==> config.mk <==
export PLATFORM = sky130hd
export DESIGN_NAME = sap_controller
export DESIGN_NICKNAME = d
export VERILOG_FILES = /design/src/rtl/sap_controller.sv
export SDC_FILE = /design/constraint.sdc
export NUM_CORES = 1
export LEC_CHECK = 0
export BUFFER_PORTS_ARGS = -buffer_cell sky130_fd_sc_hd__buf_2
export CAP_MARGIN = 20
export CORE_MARGIN = 2
export CORE_UTILIZATION = 47
export CTS_CLUSTER_SIZE = 28
export DETAILED_ROUTE_END_ITERATION = 8
export PLACE_DENSITY = 0.83
export SLEW_MARGIN = 20
export SYNTH_ARGS = -nofsm -noshare
export SYNTH_HDL_FRONTEND = slang
export SYNTH_SLANG_ARGS = --single-unit
==> constraint.sdc <==
create_clock -name CLK -period 2.1 [get_ports CLK]
set_input_delay 0.105 -clock CLK [delete_from_list [all_inputs] [get_ports CLK]]
set_output_delay 0.105 -clock CLK [all_outputs]
set_load 0.01 [all_outputs]
==> src/rtl/sap_controller.sv <==
// SAP-1 control sequencer: one-hot T-state ring counter on the falling clock edge plus a
// combinational control word. Define SAP_EARLY_FETCH_EN to end short instructions early.
module sap_controller (
    input  logic        CLK,
    input  logic        CLR_N,
    input  logic [3:0]  OPCODE,
    output logic [11:0] CON,
    output logic [5:0]  T,
    output logic        HALT
);
    typedef enum logic [5:0] {
        T1 = 6'b000001,
        T2 = 6'b000010,
        T3 = 6'b000100,
        T4 = 6'b001000,
        T5 = 6'b010000,
        T6 = 6'b100000
    } tstate_e;

    localparam logic [3:0] OP_LDA = 4'b0000;
    localparam logic [3:0] OP_ADD = 4'b0001;
    localparam logic [3:0] OP_SUB = 4'b0010;
    localparam logic [3:0] OP_OUT = 4'b1110;
    localparam logic [3:0] OP_HLT = 4'b1111;

    // Control word layout: {Cp,Ep,Lm_n,CE_n,Li_n,Ei_n,La_n,Ea,Su,Eu,Lb_n,Lo_n}
    localparam logic [11:0] CON_IDLE    = 12'h3E3;
    localparam logic [11:0] CON_FETCH1  = 12'h5E3;
    localparam logic [11:0] CON_FETCH2  = 12'hBE3;
    localparam logic [11:0] CON_FETCH3  = 12'h263;
    localparam logic [11:0] CON_ADDR    = 12'h1A3;
    localparam logic [11:0] CON_LDA_T5  = 12'h2C3;
    localparam logic [11:0] CON_LDB     = 12'h2E1;
    localparam logic [11:0] CON_ADD_T6  = 12'h3C7;
    localparam logic [11:0] CON_SUB_T6  = 12'h3CF;
    localparam logic [11:0] CON_OUT_T4  = 12'h3F2;

`ifdef SAP_EARLY_FETCH_EN
    localparam logic EARLY_FETCH = 1'b1;
`else
    localparam logic EARLY_FETCH = 1'b0;
`endif

    tstate_e t_q, t_d;
    logic    halt_q, halt_d;
    logic    is_nop, end_at_t4, end_at_t5;

    assign is_nop    = !(OPCODE inside {OP_LDA, OP_ADD, OP_SUB, OP_OUT, OP_HLT});
    assign end_at_t4 = EARLY_FETCH && ((OPCODE == OP_OUT) || is_nop);
    assign end_at_t5 = EARLY_FETCH && (OPCODE == OP_LDA);

    always_ff @(negedge CLK or negedge CLR_N) begin
        if (!CLR_N) begin
            t_q    <= T1;
            halt_q <= 1'b0;
        end else begin
            t_q    <= t_d;
            halt_q <= halt_d;
        end
    end

    always_comb begin
        t_d    = t_q;
        halt_d = halt_q;
        if (!halt_q) begin
            case (t_q)
                T1: t_d = T2;
                T2: t_d = T3;
                T3: t_d = T4;
                T4: begin
                    if (OPCODE == OP_HLT) begin
                        halt_d = 1'b1;
                        t_d    = T4;
                    end else if (end_at_t4) begin
                        t_d = T1;
                    end else begin
                        t_d = T5;
                    end
                end
                T5: t_d = end_at_t5 ? T1 : T6;
                T6: t_d = T1;
                // Any corrupted encoding recovers to a legal one-hot state
                default: t_d = T1;
            endcase
        end
    end

    // Reset and halt both gate the word so no strobe survives an abort
    always_comb begin
        CON = CON_IDLE;
        if (CLR_N && !halt_q) begin
            case (t_q)
                T1: CON = CON_FETCH1;
                T2: CON = CON_FETCH2;
                T3: CON = CON_FETCH3;
                T4: begin
                    case (OPCODE)
                        OP_LDA, OP_ADD, OP_SUB: CON = CON_ADDR;
                        OP_OUT:                 CON = CON_OUT_T4;
                        default:                CON = CON_IDLE;
                    endcase
                end
                T5: begin
                    case (OPCODE)
                        OP_LDA:         CON = CON_LDA_T5;
                        OP_ADD, OP_SUB: CON = CON_LDB;
                        default:        CON = CON_IDLE;
                    endcase
                end
                T6: begin
                    case (OPCODE)
                        OP_ADD:  CON = CON_ADD_T6;
                        OP_SUB:  CON = CON_SUB_T6;
                        default: CON = CON_IDLE;
                    endcase
                end
                default: CON = CON_IDLE;
            endcase
        end
    end

    assign T    = t_q;
    assign HALT = halt_q;

endmodule

==> results.md, run 1 <==
Floorplanning:
- The effective utilization at floorplan is ~52%.
- The floorplan step set the die width to roughly 42 µm.
- From bottom edge to top edge, the die measures 42.3 µm.
- In this run the core area contains 13 standard-cell rows.
- During I/O placement, the number of pins put on the boundary was 25.

Placed design:
- Summed over all nets, the half-perimeter wirelength after detailed placement is approximately 1900 µm.
- The number of buffer cells added on primary ports is 24.
- The pre-CTS setup slack is -0.806 ns.
- At the end of routability-driven placement, the weighted congestion stood at between 0.8 and 0.9.

Synth:
- The synthesized netlist occupies a cell area of just under 700 µm².
- A synthesized cell averages ~7.6 µm².
- The synthesis-stage register bit count is 7.
- The total nets after synthesis is between 90 and 100.
- The fraction of registers with async set/reset is 100%.
- The largest total area in the synthesized netlist belongs to sky130_fd_sc_hd__dfrtn_1.
- The distinct cell type count after synthesis is 36.
- Yosys mapped a number of flops with a built-in enable equal to 0.
- In the post-synthesis netlist, the biggest area contributors are sky130_fd_sc_hd__dfrtn_1 (22%), sky130_fd_sc_hd__nand2_1 (7.6%), sky130_fd_sc_hd__xor2_1 (6.4%), sky130_fd_sc_hd__o21ai_0 (5.8%), sky130_fd_sc_hd__nor2_1 (4.9%).
- The most used flip-flop cell after synthesis is sky130_fd_sc_hd__dfrtn_1.
- Summing the sequential cell areas from Yosys gives between 20% and 30% of the chip area.
- Counting every instance in the synthesized netlist gives 91.
- The count of warnings emitted by yosys is 0.
- The top cell type's share of synthesized area is roughly 22%.

Clock network:
- In this run, CTS created clock tree buffers numbering 3.
- The clock passes through at most 2 buffers.
- In this run the number of H-tree levels came out at 1.
- The cell sitting at the root of the clock tree is a sky130_fd_sc_hd__clkbuf_4.
- The number of sinks handled by clock tree synthesis is 7.

Status:
- The run stopped with a tool error.
- The tool reported: "[ERROR DPL-0038] Utilization greater than 100%, impossible to legalize".
- It got as far as global routing (5_1_grt) and failed there.

Timing:
- The last reported worst endpoint of the global-route repair pass is CON[9].
- The type of pin the worst path ends at is a top-level output.

GRT:
- Entering global routing, the biggest net connects 14 pins.
## repair_timing
action / in CTS
resized for setup: 38
hold buffers: 0
buffers inserted: 6
hold endpoints to repair: 0
setup endpoints to repair: 19
pin swaps: 8
## kinds of logic after synthesis
| group | share of synthesized area [%] |
|---|---|
| buffers and inverters | 5.64 |
| AND/OR/NAND/NOR | 37.3 |
| XOR/XNOR | 7.64 |
| flip-flops | 25.6 |
| AO/OA/AOI/OAI | 23.8 |
## synth_stat cells, drive strengths merged, types with 2 or more instances
master	n
inv	3
or4	2
xor2	5
nor2	9
clkbuf	2
o21ai	8
nor4b	3
a211oi	4
buf	3
nand2	14
nor2b	4
a221o	3
o31ai	3
and3	2
nor4	2
nand2b	2
dfrtn	6
## through the flow
stage,cells,area [µm²]
after CTS,163,1290
after detailed placement,154,1060
after floorplan,91,744
after global placement,154,1060
==> run 2: changes to the inputs <==
--- a/config.mk
+++ b/config.mk
@@ -7,11 +7,10 @@
 export LEC_CHECK = 0
 export BUFFER_PORTS_ARGS = -buffer_cell sky130_fd_sc_hd__buf_2
 export CAP_MARGIN = 20
-export CORE_MARGIN = 2
-export CORE_UTILIZATION = 47
-export CTS_CLUSTER_SIZE = 28
+export CORE_AREA = 2 2 63 65
 export DETAILED_ROUTE_END_ITERATION = 8
-export PLACE_DENSITY = 0.83
+export DIE_AREA = 0 0 65 67
+export PLACE_DENSITY_LB_ADDON = 0.15
 export SLEW_MARGIN = 20
 export SYNTH_ARGS = -nofsm -noshare
 export SYNTH_HDL_FRONTEND = slang
==> run 2 against run 1 <==
The flow now finishes, with violations (negative setup slack). Area after synthesis unchanged. Synthesized cell count unchanged.
==> results.md, run 2 <==
Status:
- The flow ran to the end, but the final reports show violations.
- The checks that failed: negative setup slack.

Finish:
- From synthesis to final layout, the design area changed by 113%.
- The multi-input combinational cells in the finished layout cover a total of between 600 and 700 µm².
- The sequential cells in the finished layout cover a total of around 180 µm².
- The design area is 1470 µm².
- In the layout the commonest cells are sky130_fd_sc_hd__buf_4 (34), sky130_fd_sc_hd__buf_6 (19), sky130_fd_sc_hd__buf_2 (18).
- The share of layout cells above drive strength 1 is 60.9%.
- The flip-flop count of the largest register after layout is 6.
- Fill cells in the final layout number 366.
- After the last flow step, the layout net total stands at around 170.
- 0 antenna diodes ended up in the layout.
- Excluding fillers, the count of instances in the completed layout stands at around 210.
- The most common library cell in the layout ignoring fill and taps is sky130_fd_sc_hd__buf_4.

Route:
- The post-route DRC violation count is 0.
- The number of nets with antenna violations after routing is 0.
- The number of detailed-route iterations in the first pass is 4.
- The detailed-route wire length per cell is ~13 µm.
- After detailed routing, the number of vias per cell comes to around 4.5.
- The total routed wirelength is between 2000 and 3000 µm.
- The DRC marker count from the first detailed-route iteration is 12.
- Across all layers, the routed design uses ~940 vias.

Synth:
- The fraction of registers with async set/reset was 100% (unchanged).
- The count of flip-flops with a built-in enable after synthesis is 0 (unchanged).
- The mean area per synthesized cell is 7.56 µm² (unchanged).
- The count of warnings emitted by yosys is 0 (unchanged).
- The synthesis-stage register bit count is 7 (unchanged).
- The synthesized cell area was 688 µm² (unchanged).
- By count the netlist is led by sky130_fd_sc_hd__nand2_1 (14), sky130_fd_sc_hd__nor2_1 (9), sky130_fd_sc_hd__o21ai_0 (8).
- The most used flip-flop cell after synthesis is sky130_fd_sc_hd__dfrtn_1.
- The top cell type's share of synthesized area is 21.8% (unchanged).
- After synthesis, the cell types taking the most area are sky130_fd_sc_hd__dfrtn_1 (22%), sky130_fd_sc_hd__nand2_1 (7.6%), sky130_fd_sc_hd__xor2_1 (6.4%), sky130_fd_sc_hd__o21ai_0 (5.8%), sky130_fd_sc_hd__nor2_1 (4.9%).
- The number of standard cells after synthesis came to 91 (unchanged).
- The total nets after synthesis is 97 (unchanged).
- The cell type with the largest total area after synthesis is sky130_fd_sc_hd__dfrtn_1.
- Among all cell types in the netlist, the one instantiated most often is sky130_fd_sc_hd__nand2_1.
- The fraction of the yosys area taken by sequential cells is 25.6% (unchanged).
- The distinct cell type count after synthesis came to 36 (unchanged).

Power and ir drop:
- The static leakage is 0.653 nW.
- The power per standard cell area is between 200 and 250 nW/µm².
- Registers are responsible for a little under two fifths of the overall power.
- The internal power is about 280 µW.
- Combinational logic burns around 6.8% of the power.
- The design draws 361 µW.
- In this run switching power makes up a little under a quarter of total power.
- The switching power total is about 80 µW.
- The worst-case IR drop observed on VDD is 0.206 mV.
- Per report_power, the clock group accounts for 55.5% of the total.

Setup path:
- The largest stage delay on the critical path is 0.43 ns.
- The kind of end point of the critical path is an output port.
- Of all nets on the critical path, the largest fanout is 3.
- The sort of element at the start of the critical path is a flip-flop.
- Data on the critical path is required at its endpoint by 2.00 ns.
- The critical path goes through or3_4, or4_4, o21a_4, a221o_2, buf_6.
- Among all stages on the critical path, the largest delay is contributed by sky130_fd_sc_hd__or4_4.
- The critical path is of the flip-flop to output port type.
- The arrival time of data at the critical path endpoint is about 3 ns.

GRT:
- The number of global-route vias before repair is just under 900.
- For this run the aggregate overflow at the end of global routing stands at 0.
- The first-pass GRT wire length is about 4000 µm.
- The initial antenna violation count is 0.
- Entering global routing, the biggest net connects 13 pins.
- For this run, the total global-route usage over all layers was measured as between 10 and 15%.

Timing:
- Setup violations remaining at the end of the flow were counted as 17.
- On the final layout, the worst clock skew is 0.0538 ns.
- The worst max-slew margin expressed relative to the limit is 75.5%.
- The number of failing hold endpoints at the final stage is 0.
- For the pin with the worst max-slew slack, the measured transition is 0.366 ns.
- The number of slew-limit violations in the final report is 0.
- After layout, the worst setup slack is -1.05 ns.
- Setup repair after global routing could not meet its margin everywhere.

Floorplanning:
- After floorplanning, the core was sized to cover approximately 3600 µm².
- The die height is 67 µm (+59%).
- The width of the die came to 65 µm (+54%).
- The effective utilization at floorplan came to 19.1% (-33 points).
- The I/O pin count came to 25 (unchanged).
- The die outline area is 4360 µm².
- The number of cell rows is 22 (+9).

Clock network:
- The clock tree from TritonCTS is built.
- The number of hold-repair buffers added at the cts stage came to 0 (unchanged).
- The maximum clock path buffer count came to 2 (unchanged).
- The clock buffer count from CTS came to 3 (unchanged).
- The number of sinks handled by clock tree synthesis was 7 (unchanged).
- The clock root buffer master is sky130_fd_sc_hd__clkbuf_8.
- The H-tree depth came to 1 (unchanged).
- Clock-pin slew was measured on the worst setup and hold paths at roughly 0.03 ns.
- The clock latency on the worst-skew pair is approximately 0.30 ns.

Placed design:
- The placed cell count is 192 (+25%).
- The number of buffer cells added on primary ports is 24 (unchanged).
- The total placed instance area is 1140 µm² (+7.4%).
- The placed wire-length estimate after detailed placement is 2040 µm (+7.6%).
- The placer's final routability congestion estimate is 0.757 (-14%).
- The pre-CTS setup slack came to -0.821 ns (-0.0147 ns).

Job:
- The number of maximum-capacitance constraint violations is 0.

Worst hold path:
- The type of the worst min-delay path is primary input to output port.
==> run 2: cell type report <==
cell class	instances	share of cell area [%]
inverter	2	0.511
sequential	7	12.0
tap	48	4.09
clock buffer	4	3.07
clock inverter	1	0.256
timing repair buffer	71	38.1
multi-input combinational	76	42.0
==> run 2: through the flow <==
stage	TNS, ns	hold slack, ns	util (%)
2_1_floorplan	-5.52	0.244	-
3_3_place_gp	-7.22	0.517	31.7
3_5_place_dp	-7.22	0.521	31.7
4_1_cts	-10.88	0.522	35.6
5_1_grt	-12.12	0.540	40.7
6_report	-11.08	0.519	40.7
==> run 2: timing repair <==
| item | CTS | global route |
|---|---|---|
| pin swaps | 7 | 10 |
| resized for setup | 16 | 23 |
| setup endpoints to repair | 18 | 19 |
| setup buffers | 5 | 10 |
| gates cloned | 0 | 0 |
==> run 2: final timing paths <==
check                           depth (start not counted)        startpoint  slack [ns]                to
worst max-delay path                                    5  T[5]$_DFFE_NN0N_       -1.05            CON[9]
worst min-delay path                                    3         OPCODE[3]        0.52            CON[3]
worst max register to register                          7  T[0]$_DFFE_NN1N_        0.41  T[0]$_DFFE_NN1N_
worst min register to register                          3    HALT$_DFF_NN0_        0.56  T[2]$_DFFE_NN0N_
max in group asynchronous                               2             CLR_N        1.13  T[0]$_DFFE_NN1N_
min in group asynchronous                               2             CLR_N        0.71  T[2]$_DFFE_NN0N_
==> run 2: metal layers <==
layer,GRT usage [%],vias to the layer above,routed length [µm]
met5,0,-,0
li1,-,469,-
met4,5.85,0,82
met1,14.6,443,1160
met3,3.55,8,93
met2,21.0,17,1330
==> run 2: logic make-up (layout without fill, tap and decap cells) <==
kind of cell    Yosys count  count (layout)  synth area share [%]
flops                     7               7                  25.6
compound gates           23              23                  23.8
simple gates             47              47                  37.3
xor+xnor                  6               6                  7.64
buf+inv                   8              78                  5.64
==> run 2: worst max-delay path, delay by kind of cell (launching register included) <==
family	cells	cell delay [ns]
compound gates	2	0.45
buf+inv	1	0.12
flops	1	0.35
simple gates	2	0.82
==> run 2: power by group through the flow <==
| stage | Clock, mW | Combinational, mW | Sequential [mW] |
|---|---|---|---|
| final | 0.201 | 0.0246 | 0.136 |
| after global routing | 0.215 | 0.0275 | 0.136 |
| after CTS | 0.205 | 0.0250 | 0.136 |
| after detailed placement | 0.00596 | 0.0250 | 0.138 |
| after global placement | 0.00596 | 0.0244 | 0.138 |
| after floorplan | 0.00596 | 0.00958 | 0.138 |
Power figures use the tool's default switching activity.
==> run 3: changes to the inputs <==
==> constraint.sdc (replaced) <==
create_clock -name CLK -period 3.8 [get_ports CLK]
set_input_delay 0.19 -clock CLK [delete_from_list [all_inputs] [get_ports CLK]]
set_output_delay 0.19 -clock CLK [all_outputs]
set_load 0.01 [all_outputs]
==> run 3 against run 2 <==
Routed wire length grew 0.52%. Sequential share of layout area up 1.2 points. Critical path depth stayed put. Combinational power shrank 48%. Via count unchanged. Cell count fell by 2.9%. Clock-buffer cell count is 1 lower. The run still ends with negative setup slack left. Clock power decreased by 40%. Die area is the same.
==> results.md, run 3 (synthesized netlist as in run 2, its figures left out) <==
Status:
- The flow ran to the end, but the final reports show violations.
- The final reports fail on negative setup slack.

GRT:
- The initial antenna violation count is 0 (unchanged).
- The maximum number of pins on one net before global-route repair came to 14 (+1).
- The global-route usage over all layers came to 11.7% (-0.81 points).
- The number of global-route vias before repair was 871 (-0.34%).
- The global route total overflow is 0 (unchanged).
- The first-pass GRT wire length is 3860 µm (-5.3%).

Clock network:
- The clock latency on the worst-skew pair is 0.31 ns (about the same).
- The clock root buffer master is sky130_fd_sc_hd__clkbuf_8.
- The maximum clock path buffer count is 2 (unchanged).
- The number of sinks handled by clock tree synthesis came to 7 (unchanged).
- The clock buffer count from CTS is 3 (unchanged).
- The clock transition time at the flip-flop clock pins of the worst setup and hold paths is 0.04 ns (about the same).
- TritonCTS built the clock tree.
- The H-tree depth is 1 (unchanged).

Route:
- The DRC marker count from the first detailed-route iteration was 37 (+25).
- The detailed-route wire length per cell was 13.2 µm (+3.5%).
- The post-route DRC violation count is 0 (unchanged).
- The total routed wirelength is 2680 µm (+0.52%).
- The number of nets with antenna violations after routing came to 0 (unchanged).
- The via density per instance is 4.62 (+3.0%).
- The number of detailed-route iterations in the first pass came to 4 (unchanged).
- The number of vias after detailed routing is 937 (unchanged).

Power and ir drop:
- The share of power burned in registers came to 36.0% (-1.7 points).
- The combinational share of power is 6.1% (-0.7 points).
- The proportion of total power due to net switching was 27.1% (+4.4 points).
- The internal power is 152 µW (-45%).
- The switching power total is 56.7 µW (-31%).
- The total power is 209 µW (-42%).
- The largest vdd supply drop is 0.116 mV (-44%).
- The power per standard cell area came to 157 nW/µm² (-36%).
- The static leakage came to 0.607 nW (-7.0%).
- The clock share of power came to 58.0% (+2.5 points).

Timing:
- The smallest setup slack after layout is -0.321 ns (+0.730 ns).
- The slew at the pin with the worst max-slew slack is 0.428 ns (+0.0627 ns).
- The count of endpoints failing setup in the final report is 8 (-9).
- Setup repair after global routing could not meet its margin everywhere.
- The number of failing hold endpoints at the final stage came to 0 (unchanged).
- The worst max-slew margin expressed relative to the limit is 71.3% (-4.2 points).
- The setup clock skew after layout is 0.0487 ns (-0.00511 ns).
- The number of slew-limit violations in the final report is 0 (unchanged).

Floorplanning:
- The effective utilization at floorplan is 19.1% (unchanged).
- The number of cell rows is 22 (unchanged).
- The die outline area is 4360 µm² (unchanged).
- The width of the die came to 65 µm (unchanged).
- The I/O pin count is 25 (unchanged).
- The standard cell core area came to 3610 µm² (unchanged).
- The die height is 67 µm (unchanged).

Setup path:
- The category of cells accounting for the largest share of critical-path delay is flip-flops.
- The critical path required time is 3.61 ns (+1.61 ns).
- The type of the setup path with the least slack is flip-flop to output port.
- The arrival time of data at the critical path endpoint came to 3.93 ns (+0.88 ns).
- The largest stage delay on the critical path is 0.56 ns (+0.13 ns).
- The worst register-to-register path ends at T[3]$_DFFE_NN0N_.
- The kind of end point of the critical path is an output port.
- The number of gates on the worst path with buffers counted is 5 (unchanged).
- The cell depth of the worst flop-to-flop path was 8 (+1).
- The startpoint identified for the worst register-to-register timing path is T[0]$_DFFE_NN1N_.
- The highest fanout seen on the critical path is 3 (unchanged).
- The signal on the critical path passes through xnor2_2, or4_1, o21a_2, a221o_2, buf_6.
- The library cell contributing the largest single delay on the critical path is sky130_fd_sc_hd__dfstp_2.
- The buffers plus inverters on the worst setup path is 1 (unchanged).
- The reg2reg setup slack came to 2.16 ns (+1.75 ns).
- The sort of element at the start of the critical path is a flip-flop.

Finish:
- The share of layout cells above drive strength 1 is 55.5% (-5.4 points).
- The share of the core filled with cells is 36.9% (-3.8 points).
- The final antenna diode count is 0 (unchanged).
- Leaving out fill and tap cells, the most frequent cell in the layout is sky130_fd_sc_hd__buf_4.
- The signed area change from the synthesized netlist to the final layout is 93.5%.
- The flip-flop count of the largest register after layout is 6 (unchanged).
- The layout net count is 162 (-3.6%).
- The non-filler instance count after layout is 203 (-2.9%).
- The library cells used most frequently in the layout, excluding fill and tap cells, are sky130_fd_sc_hd__buf_4 (32), sky130_fd_sc_hd__buf_2 (21), sky130_fd_sc_hd__nand2_1 (14).

Worst hold path:
- The worst hold path belongs to the class flip-flop to flip-flop.
- The startpoint identified for the worst hold timing path is T[1]$_DFFE_NN0N_.
- The depth of the worst hold-timing path is 2 (-1).
- The endpoint of the worst hold-timing path is T[1]$_DFFE_NN0N_.

Placed design:
- The number of buffer cells added on primary ports is 24 (unchanged).
- The placed cell count came to 180 (-6.3%).
- The placed wire-length estimate after detailed placement is 1930 µm (-5.2%).
- The placer's final routability congestion estimate came to 0.774 (+2.3%).

Job:
- The number of maximum-capacitance constraint violations is 0 (unchanged).
==> run 3: cell count changes in the layout (fill, tap and decap cells not counted), moves of 2 or more <==
cell,change
sky130_fd_sc_hd__buf_6,-8
sky130_fd_sc_hd__buf_2,+3
sky130_fd_sc_hd__buf_4,-2
sky130_fd_sc_hd__nor2b_1,+2
sky130_fd_sc_hd__nor2b_2,-2
==> run 3: per-layer routing <==
layer,global-route usage [%],share of wire [%],wire (µm),vias to the layer above
li1,-,-,-,462
met1,12.7,43,1160,450
met2,22.4,51,1370,19
met3,1.69,3.5,94,6
met4,4.79,2.2,58,0
met5,0,0,0,-
==> run 3: worst max path at each step <==
stage | slack, ns | end | startpoint
after floorplan | -0.01 | CON[9] | T[2]$_DFFE_NN0N_
after global placement | -0.06 | CON[9] | T[5]$_DFFE_NN0N_
after detailed placement | -0.08 | CON[9] | T[5]$_DFFE_NN0N_
after CTS | -0.31 | CON[9] | T[0]$_DFFE_NN1N_
after global routing | -0.39 | CON[3] | T[0]$_DFFE_NN1N_
final | -0.32 | CON[9] | T[0]$_DFFE_NN1N_
==> run 3: through the flow <==
step,TNS (ns),worst slack [ns],area [µm²],hold slack [ns]
3_5_place_dp,-0.187,-0.0758,1030,0.535
4_1_cts,-1.94,-0.307,1140,0.573
2_1_floorplan,-0.00988,-0.00988,717,0.433
3_3_place_gp,-0.171,-0.0627,1030,0.527
5_1_grt,-2.68,-0.395,1330,0.611
6_report,-1.93,-0.321,1330,0.576
==> run 3: power groups by stage <==
stage / combinational [mW] / sequential (mW) / clock [mW]
after floorplan: 0.00505 / 0.0762 / 0.00329
after global placement: 0.0123 / 0.0762 / 0.00329
after detailed placement: 0.0128 / 0.0762 / 0.00329
after CTS: 0.0128 / 0.0752 / 0.118
after global routing: 0.0144 / 0.0751 / 0.129
final: 0.0127 / 0.0752 / 0.121
==> run 3: tightest hold or removal path: stages, from the launching register on <==
cell and delay [ns]:
sky130_fd_sc_hd__dfrtn_1 0.51, sky130_fd_sc_hd__nand2_1 0.08, sky130_fd_sc_hd__o21ai_0 0.06
==> run 3: timing repair <==
item / 4_1_cts / 5_1_grt
hold buffers: 0 / 0
setup endpoints to repair: 10 / 10
setup buffers: 4 / 15
gates cloned: 0 / 0
pin swaps: 4 / 10
gates resized for setup: 8 / 19
==> run 3: final cells by class <==
cell class / count / area [µm²]
repair buffers: 65 / 474
clock inverters: 2 / 8.76
well taps: 48 / 60.1
multi-input cells: 76 / 563
flip-flops and latches: 7 / 176
inverters: 2 / 7.51
fillers: 383 / 2270
clock buffers: 3 / 41.3
